==> src/rtl/instruction_fetch_unit_pkg.sv <==
// Shared constants and state encoding for the instruction fetch unit.
package instruction_fetch_unit_pkg;

   // All-zero word presented in an empty or flushed IF/ID slot; decodes as NOP.
   localparam logic [31:0] NOP_INSTRUCTION = 32'h0000_0000;

   // Sequential fetch stride in bytes.
   localparam int unsigned PC_INCREMENT = 4;

   // Fetch sequencer states.
   typedef enum logic [1:0] {
      ST_ISSUE   = 2'd0,
      ST_WAIT    = 2'd1,
      ST_HOLD    = 2'd2,
      ST_DISCARD = 2'd3
   } ifu_state_e;

endpackage

==> src/rtl/instruction_fetch_unit.sv <==
// Pipeline front end: PC, single-outstanding instruction memory reads,
// IF/ID boundary registers with stall hold and redirect flush.
module instruction_fetch_unit
   import instruction_fetch_unit_pkg::*;
#(
   parameter int unsigned           PC_WIDTH          = 32,
   parameter int unsigned           INSTRUCTION_WIDTH = 32,
   parameter logic [PC_WIDTH-1:0]   RESET_PC          = '0
) (
   input  logic                         clk,
   input  logic                         rst_n,
   input  logic                         stall_in,
   input  logic                         redirect_in,
   input  logic [PC_WIDTH-1:0]          redirect_pc_in,
   output logic                         imem_rd_en_out,
   output logic [PC_WIDTH-1:0]          imem_addr_out,
   input  logic [INSTRUCTION_WIDTH-1:0] imem_data_in,
   input  logic                         imem_valid_in,
   output logic [INSTRUCTION_WIDTH-1:0] instruction_out,
   output logic [PC_WIDTH-1:0]          pc_plus4_out,
   output logic                         inst_valid_out
);

   localparam logic [INSTRUCTION_WIDTH-1:0] NOP_WORD  = INSTRUCTION_WIDTH'(NOP_INSTRUCTION);
   localparam logic [PC_WIDTH-1:0]          PC_STEP   = PC_WIDTH'(PC_INCREMENT);
   localparam logic [PC_WIDTH-1:0]          ALIGN_MSK = ~PC_WIDTH'(2'b11);

   ifu_state_e                   state;
   logic [PC_WIDTH-1:0]          pc_reg;
   logic [INSTRUCTION_WIDTH-1:0] hold_buf;
   logic [PC_WIDTH-1:0]          pc_next_seq;
   logic [PC_WIDTH-1:0]          redirect_pc_aligned;
   logic                         resp_pending;

   // Sequential next PC wraps naturally modulo 2^PC_WIDTH.
   assign pc_next_seq         = pc_reg + PC_STEP;
   assign redirect_pc_aligned = redirect_pc_in & ALIGN_MSK;

   // A response is still owed by memory only while waiting with nothing returned yet.
   assign resp_pending = ((state == ST_WAIT) || (state == ST_DISCARD)) && !imem_valid_in;

   // Request strobe and address are combinational off the current state and PC;
   // the strobe is held low during reset since memory is also in reset.
   assign imem_rd_en_out = (state == ST_ISSUE) && !redirect_in && rst_n;
   assign imem_addr_out  = pc_reg;

   // Fetch sequencer, PC, hold buffer and IF/ID registers.
   always_ff @(posedge clk) begin
      if (!rst_n) begin
         state           <= ST_ISSUE;
         pc_reg          <= RESET_PC;
         hold_buf        <= NOP_WORD;
         instruction_out <= NOP_WORD;
         pc_plus4_out    <= '0;
         inst_valid_out  <= 1'b0;
      end else if (redirect_in) begin
         // Redirect wins over stall: flush slot, reload PC, and skip any
         // response still owed for the abandoned request.
         pc_reg          <= redirect_pc_aligned;
         instruction_out <= NOP_WORD;
         inst_valid_out  <= 1'b0;
         hold_buf        <= NOP_WORD;
         state           <= resp_pending ? ST_DISCARD : ST_ISSUE;
      end else begin
         case (state)
            ST_ISSUE: begin
               state <= ST_WAIT;
               if (!stall_in) begin
                  instruction_out <= NOP_WORD;
                  inst_valid_out  <= 1'b0;
               end
            end
            ST_WAIT: begin
               if (imem_valid_in) begin
                  if (!stall_in) begin
                     instruction_out <= imem_data_in;
                     pc_plus4_out    <= pc_next_seq;
                     inst_valid_out  <= 1'b1;
                     pc_reg          <= pc_next_seq;
                     state           <= ST_ISSUE;
                  end else begin
                     hold_buf <= imem_data_in;
                     state    <= ST_HOLD;
                  end
               end else if (!stall_in) begin
                  instruction_out <= NOP_WORD;
                  inst_valid_out  <= 1'b0;
               end
            end
            ST_HOLD: begin
               if (!stall_in) begin
                  instruction_out <= hold_buf;
                  pc_plus4_out    <= pc_next_seq;
                  inst_valid_out  <= 1'b1;
                  pc_reg          <= pc_next_seq;
                  state           <= ST_ISSUE;
               end
            end
            ST_DISCARD: begin
               if (imem_valid_in) begin
                  state <= ST_ISSUE;
               end
               if (!stall_in) begin
                  instruction_out <= NOP_WORD;
                  inst_valid_out  <= 1'b0;
               end
            end
            default: begin
               state <= ST_ISSUE;
            end
         endcase
      end
   end

endmodule
==> config.mk <==
export PLATFORM = sky130hd
export DESIGN_NAME = instruction_fetch_unit
export DESIGN_NICKNAME = d
export VERILOG_FILES = /design/src/rtl/instruction_fetch_unit_pkg.sv /design/src/rtl/instruction_fetch_unit.sv
export SDC_FILE = /design/constraint.sdc
export NUM_CORES = 1
export LEC_CHECK = 0
export CAP_MARGIN = 20
export CORE_MARGIN = 10
export CORE_UTILIZATION = 47
export DETAILED_ROUTE_END_ITERATION = 7
export PLACE_DENSITY = 0.91
export SLEW_MARGIN = 20
export SYNTH_ARGS = -nofsm -noshare
export SYNTH_HDL_FRONTEND = slang
export SYNTH_SLANG_ARGS = --single-unit
==> constraint.sdc <==
create_clock -name clk -period 2.1 [get_ports clk]
set_input_delay 0.315 -clock clk [delete_from_list [all_inputs] [get_ports clk]]
set_output_delay 0.315 -clock clk [all_outputs]
set_load 0.01 [all_outputs]
# Word level (Yosys, flattened, before mapping)
# Cells that the tools add are included.
dict set report op_classes {
  n_addsub 1
  n_eq_ne 9
  n_mux 23
  bitwise_logic 2
  n_reduce_logical 17
}
# operator n
set ops {}
lappend ops {{$mux 32} 9}
lappend ops {{$pmux 32 s2} 2}
lappend ops {{$pmux 32 s3} 1}
lappend ops {{$add 32x3->32 const B} 1}
lappend ops {{$mux 2} 6}
lappend ops {{$ne 3x3->1 const B} 4}
lappend ops {{$reduce_and 3->1} 3}
lappend ops {{$pmux 2 s4} 1}
lappend ops {{$reduce_and 2->1} 3}
lappend ops {{$eq 2x2->1 const B} 2}
lappend ops {{$ne 2x2->1 const B} 2}
lappend ops {{$reduce_or 2->1} 2}
lappend ops {{$logic_and 1x1->1} 3}
lappend ops {{$mux 1} 3}
lappend ops {{$pmux 1 s3} 1}
lappend ops {{$reduce_bool 3->1} 1}
lappend ops {{$eq 2x1->1 const B} 1}
lappend ops {{$logic_not 1->1} 2}
lappend ops {{$logic_not 2->1} 1}
lappend ops {{$not 1->1} 2}
lappend ops {{$reduce_bool 2->1} 1}
lappend ops {{$logic_or 1x1->1} 1}
dict set report totals {
  reg_bits 131
  inputBits 69
  output_inout_bits 98
  wordCells 59
}

# Depth between registers and ports, before layout
# Gate-level depths: netlist of the first run.
dict set report depth {
  depth_word 5
  depth_mapped 10
  mapped_depth_nobuf 7
}

# Worst setup path after synthesis of the first run
# Ideal clock, no wire load.
dict set report synth_path {
  path_type {register -> register}
  start {reg state[1]}
  end {reg pc_plus4_out[12]}
  setup_ns 0.125
  t_arrival_ns 1.776
  required_time_ns 1.975
  path_slack_ns 0.199
  stages_incl_launch_ff 11
  path_buffers 4
  synth_period_minus_slack_ns 1.901
  cell_sequence {dfxtp_1 -> inv_1 -> ha_1 -> buf_4 -> mux2i_1 -> or2_1 -> buf_6 -> nor2_2 -> buf_2 -> buf_2 -> o22ai_1}
}
dict set report synth_between {
  elab_chain_len 3
  word_cells_on_any_way 6
  cone_classes {3 x eq/ne; 1 x mux; 2 x reduce/logical}
}
# element line
set synth_lines {}
lappend synth_lines {{from (decl)} instruction_fetch_unit.sv:28} ;# ifu_state_e state;
lappend synth_lines {{from (signal assigned)} instruction_fetch_unit.sv:63} ;# state <= resp_pending ? ST_DISCARD : ST_ISSUE;
lappend synth_lines {{$eq 2x1->1 / $eq 2x2->1 (equally long branches)} instruction_fetch_unit.sv:65} ;# case (state)
lappend synth_lines {{$ne 2x2->1 (no line) / $reduce_bool 2->1 (equally long branches)} -}
lappend synth_lines {{$reduce_and 3->1 (no line)} -}
lappend synth_lines {{to (signal assigned)} instruction_fetch_unit.sv:77} ;# pc_plus4_out <= pc_next_seq;
lappend synth_lines {{to (signal assigned)} instruction_fetch_unit.sv:93} ;# pc_plus4_out <= pc_next_seq;
lappend synth_lines {{to (decl)} instruction_fetch_unit.sv:20} ;# output logic [PC_WIDTH-1:0] pc_plus4_out,
# Parallel ways exist; a longest one is shown, timed or not.
# A chain may end at the register's enable or synchronous reset.

# Worst setup path after layout of the first run
dict set report layout_path {
  start {reg state[0]}
  end {reg pc_plus4_out[9]}
}
# Same word-level chain as after synthesis.

==> results of run 1 <==
==> stage by stage <==
step	power (uW)	worst slack, ns	hold slack, ns	area, um2
3_3_place_gp	3290	0.109	0.443	7530
4_1_cts	6350	0.0636	0.458	8140
5_1_grt	6520	-0.0175	0.474	8190
2_1_floorplan	2910	0.199	0.436	5620
6_report	6330	0.120	0.456	8190
3_5_place_dp	3310	0.0487	0.450	7530
==> placed cells by master (no fill, tap or decap), types with 3 or more instances in the layout <==
cell,Yosys,layout
sky130_fd_sc_hd__inv_1,8,8
sky130_fd_sc_hd__nand3_1,21,21
sky130_fd_sc_hd__a222oi_1,31,31
sky130_fd_sc_hd__nand2_1,88,87
sky130_fd_sc_hd__nor3b_2,0,3
sky130_fd_sc_hd__clkinv_2,0,3
sky130_fd_sc_hd__bufinv_16,0,3
sky130_fd_sc_hd__nor3_2,6,6
sky130_fd_sc_hd__xor2_1,28,28
sky130_fd_sc_hd__nor3_1,6,6
sky130_fd_sc_hd__o21ai_0,47,47
sky130_fd_sc_hd__a21oi_1,83,83
sky130_fd_sc_hd__inv_6,0,4
sky130_fd_sc_hd__clkdlybuf4s50_1,0,159
sky130_fd_sc_hd__and3_1,10,10
sky130_fd_sc_hd__nor2_1,53,53
sky130_fd_sc_hd__a211oi_1,7,7
sky130_fd_sc_hd__nand4_1,10,10
sky130_fd_sc_hd__buf_12,0,9
sky130_fd_sc_hd__o22ai_1,7,7
sky130_fd_sc_hd__and4_1,4,4
sky130_fd_sc_hd__xnor2_1,23,23
sky130_fd_sc_hd__ha_1,5,4
sky130_fd_sc_hd__conb_1,1,4
sky130_fd_sc_hd__dfxtp_1,127,126
sky130_fd_sc_hd__buf_4,6,27
sky130_fd_sc_hd__clkbuf_16,0,18
==> worst max-delay path by stage <==
stage / from / to / slack (ns) / cells past startpoint
2_1_floorplan: state[1] / pc_plus4_out[12] / 0.20 / 10
3_3_place_gp: imem_valid_in / imem_addr_out[20] / 0.11 / 7
3_5_place_dp: imem_valid_in / pc_plus4_out[9] / 0.05 / 8
4_1_cts: state[1] / instruction_out[19] / 0.06 / 8
5_1_grt: state[1] / pc_plus4_out[9] / -0.02 / 9
6_report: state[0] / pc_plus4_out[9] / 0.12 / 9
==> state kept, by name, indices dropped and copies added, names as in the netlist, named ones only <==
name and count:
state 2, pc_plus4_out 30, imem_addr_out 30, hold_buf 32
instruction_out 32
==> cells by family (layout without fill, tap and decap cells) <==
logic type	count (synthesis)	in the layout
and+or+nand+nor	221	221
muxes	3	3
buffers and inverters	69	240
AOI/OAI and AO/OA	182	182
adders and majority gates	5	5
DFF	127	127
other	1	4
xor gates and xnor gates	51	51
==> final cells by class <==
cell class	count	area share
multi-input cells	466	0.341
flip-flops and latches	127	0.311
repair buffers	198	0.247
clock buffers	18	0.0524
clock inverters	14	0.0220
well taps	143	0.0219
inverters	10	0.00459
==> worst max-delay path, stage by stage (launching register included) <==
cell and delay, ns:
sky130_fd_sc_hd__dfxtp_1 0.35, sky130_fd_sc_hd__inv_1 0.10, sky130_fd_sc_hd__ha_2 0.24, sky130_fd_sc_hd__mux2i_2 0.11, sky130_fd_sc_hd__or2_1 0.26, sky130_fd_sc_hd__buf_12 0.17, sky130_fd_sc_hd__nor2_4 0.20, sky130_fd_sc_hd__buf_12 0.19
sky130_fd_sc_hd__nor2_1 0.05, sky130_fd_sc_hd__a211oi_1 0.21
==> repair_timing <==
item,in CTS,in global routing
cloned,0,1
setup endpoints to repair,1,39
resized for setup,1,6
==> power groups by stage <==
stage          logic, uW  registers (uW)  clock network, uW
3_5_place_dp         709            2600                  0
6_report             729            2550               3060
4_1_cts              717            2550               3090
5_1_grt              777            2560               3180
2_1_floorplan        285            2620                  0
3_3_place_gp         696            2590                  0
==> metal layers <==
layer	global-route usage	vias to the layer above	wire length, um
li1	-	2663	-
met1	0.238	2713	7310
met2	0.358	260	9070
met3	0.0636	65	1330
met4	0.114	0	900
met5	0	-	0
==> cell usage after synthesis (2+ instances only) <==
| library cell | count |
|---|---|
| sky130_fd_sc_hd__inv_1 | 8 |
| sky130_fd_sc_hd__clkinv_1 | 2 |
| sky130_fd_sc_hd__buf_6 | 3 |
| sky130_fd_sc_hd__o21ai_0 | 47 |
| sky130_fd_sc_hd__nand2_1 | 88 |
| sky130_fd_sc_hd__nand4_4 | 2 |
| sky130_fd_sc_hd__dfxtp_1 | 127 |
| sky130_fd_sc_hd__and3_1 | 10 |
| sky130_fd_sc_hd__a21oi_1 | 83 |
| sky130_fd_sc_hd__nand3_1 | 21 |
| sky130_fd_sc_hd__nor3_1 | 6 |
| sky130_fd_sc_hd__nand4_1 | 10 |
| sky130_fd_sc_hd__a211oi_1 | 7 |
| sky130_fd_sc_hd__xnor2_1 | 23 |
| sky130_fd_sc_hd__clkbuf_1 | 38 |
| sky130_fd_sc_hd__ha_1 | 5 |
| sky130_fd_sc_hd__o22ai_1 | 7 |
| sky130_fd_sc_hd__a31oi_1 | 2 |
| sky130_fd_sc_hd__mux2i_1 | 3 |
| sky130_fd_sc_hd__nor3b_1 | 4 |
| sky130_fd_sc_hd__and4_1 | 4 |
| sky130_fd_sc_hd__or3_1 | 2 |
| sky130_fd_sc_hd__nor2_1 | 53 |
| sky130_fd_sc_hd__a222oi_1 | 31 |
| sky130_fd_sc_hd__and4_4 | 2 |
| sky130_fd_sc_hd__a22oi_1 | 2 |
| sky130_fd_sc_hd__nor4_1 | 2 |
| sky130_fd_sc_hd__buf_2 | 11 |
| sky130_fd_sc_hd__xor2_1 | 28 |
| sky130_fd_sc_hd__nor4_2 | 2 |
| sky130_fd_sc_hd__and2_1 | 2 |
| sky130_fd_sc_hd__nor3_2 | 6 |
| sky130_fd_sc_hd__nor2_2 | 2 |
| sky130_fd_sc_hd__buf_4 | 6 |
==> impl_metrics.prom, run 1 <==
# TYPE chip_impl_metric gauge
chip_impl_metric{name="rr_worst_depth",unit=""} 9
chip_impl_metric{name="io_buffers",unit=""} 160
chip_impl_info{name="worst_hold_path.endpoint",value="hold_buf[2]"} 1
chip_impl_metric{name="number_of_synthesized_flops_with_an_enable_pin",unit=""} 0
chip_impl_metric{name="fmax",unit="MHz"} 505
chip_impl_metric{name="firstDrtPassIters",unit=""} 8
chip_impl_metric{name="initial_drc_count",unit=""} 856
chip_impl_metric{name="cts.sinks",unit=""} 127
chip_impl_metric{name="antenna_found_initial",unit=""} 0
chip_impl_metric{name="net-switching-power",unit="uW"} 1590
chip_impl_metric{name="finalNetCount",unit=""} 894
chip_impl_metric{name="timing.final.max_slew_violations",unit=""} 0
chip_impl_info{name="synth_top_family_by_area",value="compound AO/OA/AOI/OAI gates"} 1
chip_impl_metric{name="power.switching_fraction",unit=""} 0.251
chip_impl_metric{name="grtUsageTotal",unit=""} 0.213
chip_impl_metric{name="synth.yosys.seq_area_share",unit=""} 0.453
chip_impl_metric{name="final_util",unit=""} 0.708
chip_impl_metric{name="share_seq_of_total_power",unit=""} 0.402
chip_impl_metric{name="max-cap-violations",unit=""} 0
chip_impl_metric{name="drt_wl_total",unit="um"} 18600
chip_impl_metric{name="clock_tree.htree_level_count",unit=""} 4
chip_impl_metric{name="worst_hold_path.num_cells",unit=""} 2
chip_impl_metric{name="starting_density",unit=""} 0.485
chip_impl_metric{name="data_arrival_time_of_the_worst_path",unit="ns"} 2.31
chip_impl_metric{name="netlist_instances",unit=""} 659
chip_impl_metric{name="die-height",unit="um"} 129
chip_impl_metric{name="gp_routability_congestion",unit=""} 0.915
chip_impl_metric{name="yosysWarningCount",unit=""} 0
chip_impl_metric{name="detailroute.via_count",unit=""} 5701
chip_impl_metric{name="clock_network_fraction_of_design_power",unit=""} 0.483
chip_impl_metric{name="worst-path-max-fanout",unit=""} 19
chip_impl_metric{name="vdd_ir_drop_max",unit="mV"} 0.524
chip_impl_metric{name="postCtsSetupBuffers",unit=""} 0
chip_impl_info{name="endpoint_kind",value="register"} 1
chip_impl_metric{name="die_width",unit="um"} 129
chip_impl_metric{name="cts_buffers",unit=""} 17
chip_impl_metric{name="drt-wirelength-per-cell",unit="um"} 19.1
chip_impl_info{name="r2r-start",value="state[0]"} 1
chip_impl_metric{name="multi_input_comb_area",unit="um2"} 2790
chip_impl_metric{name="grt.overflow.total",unit=""} 0
chip_impl_metric{name="setup_viol_count_final",unit=""} 0
chip_impl_metric{name="postSynthRegisterBits",unit=""} 127
chip_impl_metric{name="detail-route-antenna-nets",unit=""} 0
chip_impl_metric{name="layoutNonFillerInstCount",unit=""} 976
chip_impl_metric{name="worst_pin_slew",unit="ns"} 0.637
chip_impl_metric{name="post-synth-top-area-fraction",unit=""} 0.453
chip_impl_metric{name="pwr-share-comb",unit=""} 0.115
chip_impl_metric{name="grt_pass1_wl",unit="um"} 28600
chip_impl_metric{name="nFillCells",unit=""} 807
chip_impl_info{name="outcome",value="finished, final reports clean"} 1
chip_impl_info{name="type_of_the_worst_setup_path",value="register to register"} 1
chip_impl_metric{name="dieArea",unit="um2"} 16700
chip_impl_info{name="worstHoldPathType",value="register to register"} 1
chip_impl_metric{name="worst-endpoint-required",unit="ns"} 2.43
chip_impl_metric{name="setup_tns",unit="ns"} 0
chip_impl_metric{name="final.setup_skew",unit="ns"} 0.00759
chip_impl_info{name="critPathLaunchType",value="register"} 1
chip_impl_metric{name="layout.area.seq",unit="um2"} 2540
chip_impl_metric{name="synth_area",unit="um2"} 5610
chip_impl_info{name="dominantRegCellSynth",value="sky130_fd_sc_hd__dfxtp_1"} 1
chip_impl_metric{name="grt_start_max_net_pins",unit=""} 66
chip_impl_metric{name="remaining_drc_errors",unit=""} 0
chip_impl_metric{name="io-pin-count",unit=""} 167
chip_impl_metric{name="clk_latency",unit="ns"} 0.42
chip_impl_info{name="critical_path.reg2reg.endpoint",value="pc_plus4_out[9]"} 1
chip_impl_info{name="synth.top_cells.by_area",value="sky130_fd_sc_hd__dfxtp_1 (45%), sky130_fd_sc_hd__a21oi_1 (7.4%), sky130_fd_sc_hd__nand2_1 (5.9%)"} 1
chip_impl_metric{name="yosys.area_share.xor_xnor",unit=""} 0.0796
chip_impl_metric{name="hold_buffers",unit=""} 0
chip_impl_metric{name="antennaDiodeCount",unit=""} 0
chip_impl_metric{name="synth_compound_gate_area_share",unit=""} 0.198
chip_impl_info{name="tritoncts",value="built"} 1
chip_impl_metric{name="area_delta_synth_final",unit="%"} 45.9
chip_impl_metric{name="clock_path_buffers",unit=""} 2
chip_impl_metric{name="synth_cell_types",unit=""} 44
chip_impl_metric{name="core_area",unit="um2"} 11600
chip_impl_metric{name="finalWorstPathRequiredPeriod",unit="ns"} 1.98
chip_impl_metric{name="postSynth.asyncResetShare",unit=""} 0
chip_impl_info{name="post-synth-top-area-cell",value="sky130_fd_sc_hd__dfxtp_1"} 1
chip_impl_info{name="worst_hold_startpoint",value="hold_buf[2]"} 1
chip_impl_metric{name="power_density",unit="nW/um2"} 774
chip_impl_metric{name="leakagePower",unit="uW"} 0.00284
chip_impl_metric{name="timing.slew.headroom",unit=""} 0.575
chip_impl_metric{name="number_of_global_route_vias_before_repair",unit=""} 5570
chip_impl_metric{name="synthAdderAreaFrac",unit=""} 0.0112
chip_impl_metric{name="detail_route.vias_per_cell",unit=""} 5.84
chip_impl_metric{name="internal_power",unit="uW"} 4740
chip_impl_metric{name="fin_crit_sh",unit=""} 0.943
chip_impl_metric{name="layout_cells_sized_above_1",unit=""} 0.112
chip_impl_metric{name="synth-simple-area-share",unit=""} 0.196
chip_impl_info{name="cts.root.buffer_cell",value="sky130_fd_sc_hd__clkbuf_16"} 1
chip_impl_metric{name="r2r_slack",unit="ns"} 0.12
chip_impl_metric{name="multiplexer_area_fraction_after_synthesis",unit=""} 0.00535
chip_impl_metric{name="clkTransAtPathRegs",unit="ns"} 0.06
chip_impl_metric{name="place.detailed.instances",unit=""} 943
chip_impl_metric{name="dp_hpwl",unit="um"} 12500
chip_impl_metric{name="finalHoldViolations",unit=""} 0
chip_impl_metric{name="number_of_cell_rows",unit=""} 39
chip_impl_metric{name="mean_syn_cell_area",unit="um2"} 8.51
Power figures use the tool's default switching activity.
==> inputs of run 2 (changes only) <==
Settings changed: SETUP_SLACK_MARGIN set to 0.3.
==> impl_metrics.prom, run 2 (same netlist as run 1, synthesis figures left out) <==
# TYPE chip_impl_metric gauge
chip_impl_metric{name="clock_tree.htree_level_count",unit=""} 4
chip_impl_metric{name="grt_start_max_net_pins",unit=""} 66
chip_impl_metric{name="core_area",unit="um2"} 11600
chip_impl_info{name="rsz0062_at_grt",value="true"} 1
chip_impl_metric{name="die-height",unit="um"} 129
chip_impl_metric{name="drt_wl_total",unit="um"} 24400
chip_impl_metric{name="firstDrtPassIters",unit=""} 8
chip_impl_metric{name="dp_hpwl",unit="um"} 12500
chip_impl_info{name="cts.root.buffer_cell",value="sky130_fd_sc_hd__clkbuf_16"} 1
chip_impl_metric{name="data_arrival_time_of_the_worst_path",unit="ns"} 2.26
chip_impl_metric{name="total_power",unit="uW"} 6370
chip_impl_metric{name="drt-wirelength-per-cell",unit="um"} 23.9
chip_impl_info{name="outcome",value="finished, violations left"} 1
chip_impl_info{name="type_of_the_worst_setup_path",value="register to register"} 1
chip_impl_metric{name="gp_routability_congestion",unit=""} 0.947
chip_impl_metric{name="finalWorstPathRequiredPeriod",unit="ns"} 1.96
chip_impl_metric{name="io-pin-count",unit=""} 167
chip_impl_metric{name="max-cap-violations",unit=""} 0
chip_impl_info{name="tritoncts",value="built"} 1
chip_impl_metric{name="grt_pass1_wl",unit="um"} 30700
chip_impl_info{name="biggestRegsByFlops",value="hold_buf x32, instruction_out x32"} 1
chip_impl_metric{name="leakagePower",unit="uW"} 0.00344
chip_impl_metric{name="pwr-share-comb",unit=""} 0.139
chip_impl_metric{name="io_buffers",unit=""} 160
chip_impl_metric{name="number_of_cell_rows",unit=""} 39
chip_impl_info{name="worstHoldPathType",value="register to register"} 1
chip_impl_metric{name="fin_crit_sh",unit=""} 0.931
chip_impl_metric{name="finalNetCount",unit=""} 936
chip_impl_metric{name="antenna_found_initial",unit=""} 0
chip_impl_metric{name="dieArea",unit="um2"} 16700
chip_impl_metric{name="fmax",unit="MHz"} 511
chip_impl_metric{name="setup_viol_count_final",unit=""} 0
chip_impl_metric{name="layout_cells_sized_above_1",unit=""} 0.245
chip_impl_metric{name="cts_buffers",unit=""} 17
chip_impl_metric{name="place.detailed.instances",unit=""} 952
chip_impl_metric{name="number_of_global_route_vias_before_repair",unit=""} 5771
chip_impl_metric{name="finalHoldViolations",unit=""} 0
chip_impl_metric{name="share_seq_of_total_power",unit=""} 0.404
chip_impl_metric{name="timing.final.max_slew_violations",unit=""} 0
chip_impl_info{name="endpoint_kind",value="register"} 1
chip_impl_metric{name="worst_pin_slew",unit="ns"} 0.664
chip_impl_metric{name="detail_route.vias_per_cell",unit=""} 6.27
chip_impl_metric{name="clock_path_buffers",unit=""} 2
chip_impl_metric{name="timing.slew.headroom",unit=""} 0.557
chip_impl_metric{name="detail-route-antenna-nets",unit=""} 0
chip_impl_metric{name="final.setup_skew",unit="ns"} 0.0106
chip_impl_metric{name="grt.overflow.total",unit=""} 0
chip_impl_info{name="critPathLaunchType",value="register"} 1
chip_impl_metric{name="area_delta_synth_final",unit="%"} 64.2
chip_impl_metric{name="detailroute.via_count",unit=""} 6393
chip_impl_metric{name="layoutNonFillerInstCount",unit=""} 1020
chip_impl_metric{name="vdd_ir_drop_max",unit="mV"} 0.630
chip_impl_metric{name="cts.sinks",unit=""} 127
chip_impl_metric{name="initial_drc_count",unit=""} 1138
chip_impl_info{name="final_common_cell",value="sky130_fd_sc_hd__clkdlybuf4s50_1"} 1
chip_impl_metric{name="worst-endpoint-required",unit="ns"} 2.41
chip_impl_metric{name="remaining_drc_errors",unit=""} 2
chip_impl_metric{name="net-switching-power",unit="uW"} 1680
chip_impl_metric{name="internal_power",unit="uW"} 4680
chip_impl_metric{name="clock_network_fraction_of_design_power",unit=""} 0.457
chip_impl_info{name="violations_in_the_final_reports",value="design-rule violations"} 1
chip_impl_metric{name="power.switching_fraction",unit=""} 0.264
chip_impl_metric{name="grtUsageTotal",unit=""} 0.232
chip_impl_metric{name="power_density",unit="nW/um2"} 691
chip_impl_metric{name="setup_tns",unit="ns"} 0
chip_impl_metric{name="worst_hold_slack",unit="ns"} 0.454
chip_impl_metric{name="hold_buffers",unit=""} 0
chip_impl_metric{name="clk_latency",unit="ns"} 0.44
chip_impl_metric{name="die_width",unit="um"} 129
chip_impl_info{name="most-common-layout-cells",value="sky130_fd_sc_hd__clkdlybuf4s50_1 (146), sky130_fd_sc_hd__dfxtp_1 (109), sky130_fd_sc_hd__nand2_1 (86)"} 1
chip_impl_metric{name="starting_density",unit=""} 0.485
chip_impl_metric{name="worst-path-max-fanout",unit=""} 5
chip_impl_metric{name="clkTransAtPathRegs",unit="ns"} 0.06
-- run 2: cell types whose count changed in the layout (fill, tap and decap cells not counted), moves of 9 or more --
cell                              change
sky130_fd_sc_hd__dfxtp_2             +14
sky130_fd_sc_hd__a21oi_1             -18
sky130_fd_sc_hd__o21ai_0             -13
sky130_fd_sc_hd__buf_6               +10
sky130_fd_sc_hd__clkdlybuf4s50_1     -13
sky130_fd_sc_hd__buf_4               +19
sky130_fd_sc_hd__dlymetal6s2s_1       +9
sky130_fd_sc_hd__a21oi_2             +14
sky130_fd_sc_hd__dfxtp_1             -17
-- run 2: per-stage QoR --
stage	area, um2	util	worst slack (ns)
final	9210	0.796	0.145
after global routing	9210	0.796	0.122
after CTS	8530	0.738	0.217
after detailed placement	7610	0.658	-0.00725
after global placement	7610	0.658	0.0228
after floorplan	5640	-	0.299
-- run 2: power by group through the flow --
stage                     combinational, uW  sequential (uW)  clock, uW
after floorplan                         289             2620          0
after global placement                  708             2590          0
after detailed placement                715             2600          0
after CTS                               762             2550       2890
after global routing                    925             2580       3020
final                                   886             2570       2910
-- run 2: final cells by class --
cell class                      instances  area [um2]
Timing Repair Buffer                  240        2590
Clock buffer                           22         484
Sequential cell                       127        2570
Tap cell                              143         179
Multi-Input combinational cell        466        3240
Antenna cell                            2        5.00
Inverter                               10        40.0
Fill cell                             576        2350
Clock inverter                         10         104
-- run 2: worst max-delay path, stage by stage, from the launching register on --
cell,delay [ns]
sky130_fd_sc_hd__dfxtp_4,0.36
sky130_fd_sc_hd__inv_4,0.04
sky130_fd_sc_hd__ha_4,0.16
sky130_fd_sc_hd__mux2i_2,0.16
sky130_fd_sc_hd__or2_1,0.25
sky130_fd_sc_hd__buf_12,0.14
sky130_fd_sc_hd__nor2_4,0.21
sky130_fd_sc_hd__buf_6,0.14
sky130_fd_sc_hd__buf_8,0.13
sky130_fd_sc_hd__clkbuf_16,0.17
sky130_fd_sc_hd__a211oi_2,0.06
-- run 2: worst paths after layout --
path	from	end	slack [ns]	depth (start not counted)
worst max-delay path	state[1]	pc_plus4_out[8]	0.14	10
worst min-delay path	hold_buf[23]	hold_buf[23]	0.45	2
worst max register to register	state[1]	pc_plus4_out[8]	0.14	10
worst min register to register	hold_buf[23]	hold_buf[23]	0.45	2
-- run 2: repair_timing --
action	CTS	global route
buffers inserted	10	13
pin swaps	23	22
endpoints found under the setup margin	89	104
cloned	3	8
resized for setup	53	102
-- run 2: routing by layer --
metal  routed length, um  track usage  vias to the layer above
li1                    -            -                     2763
met1                8440        0.248                     3053
met2               11900        0.394                      467
met3                2740       0.0889                      110
met4                1340        0.118                        0
met5                   0            0                        -
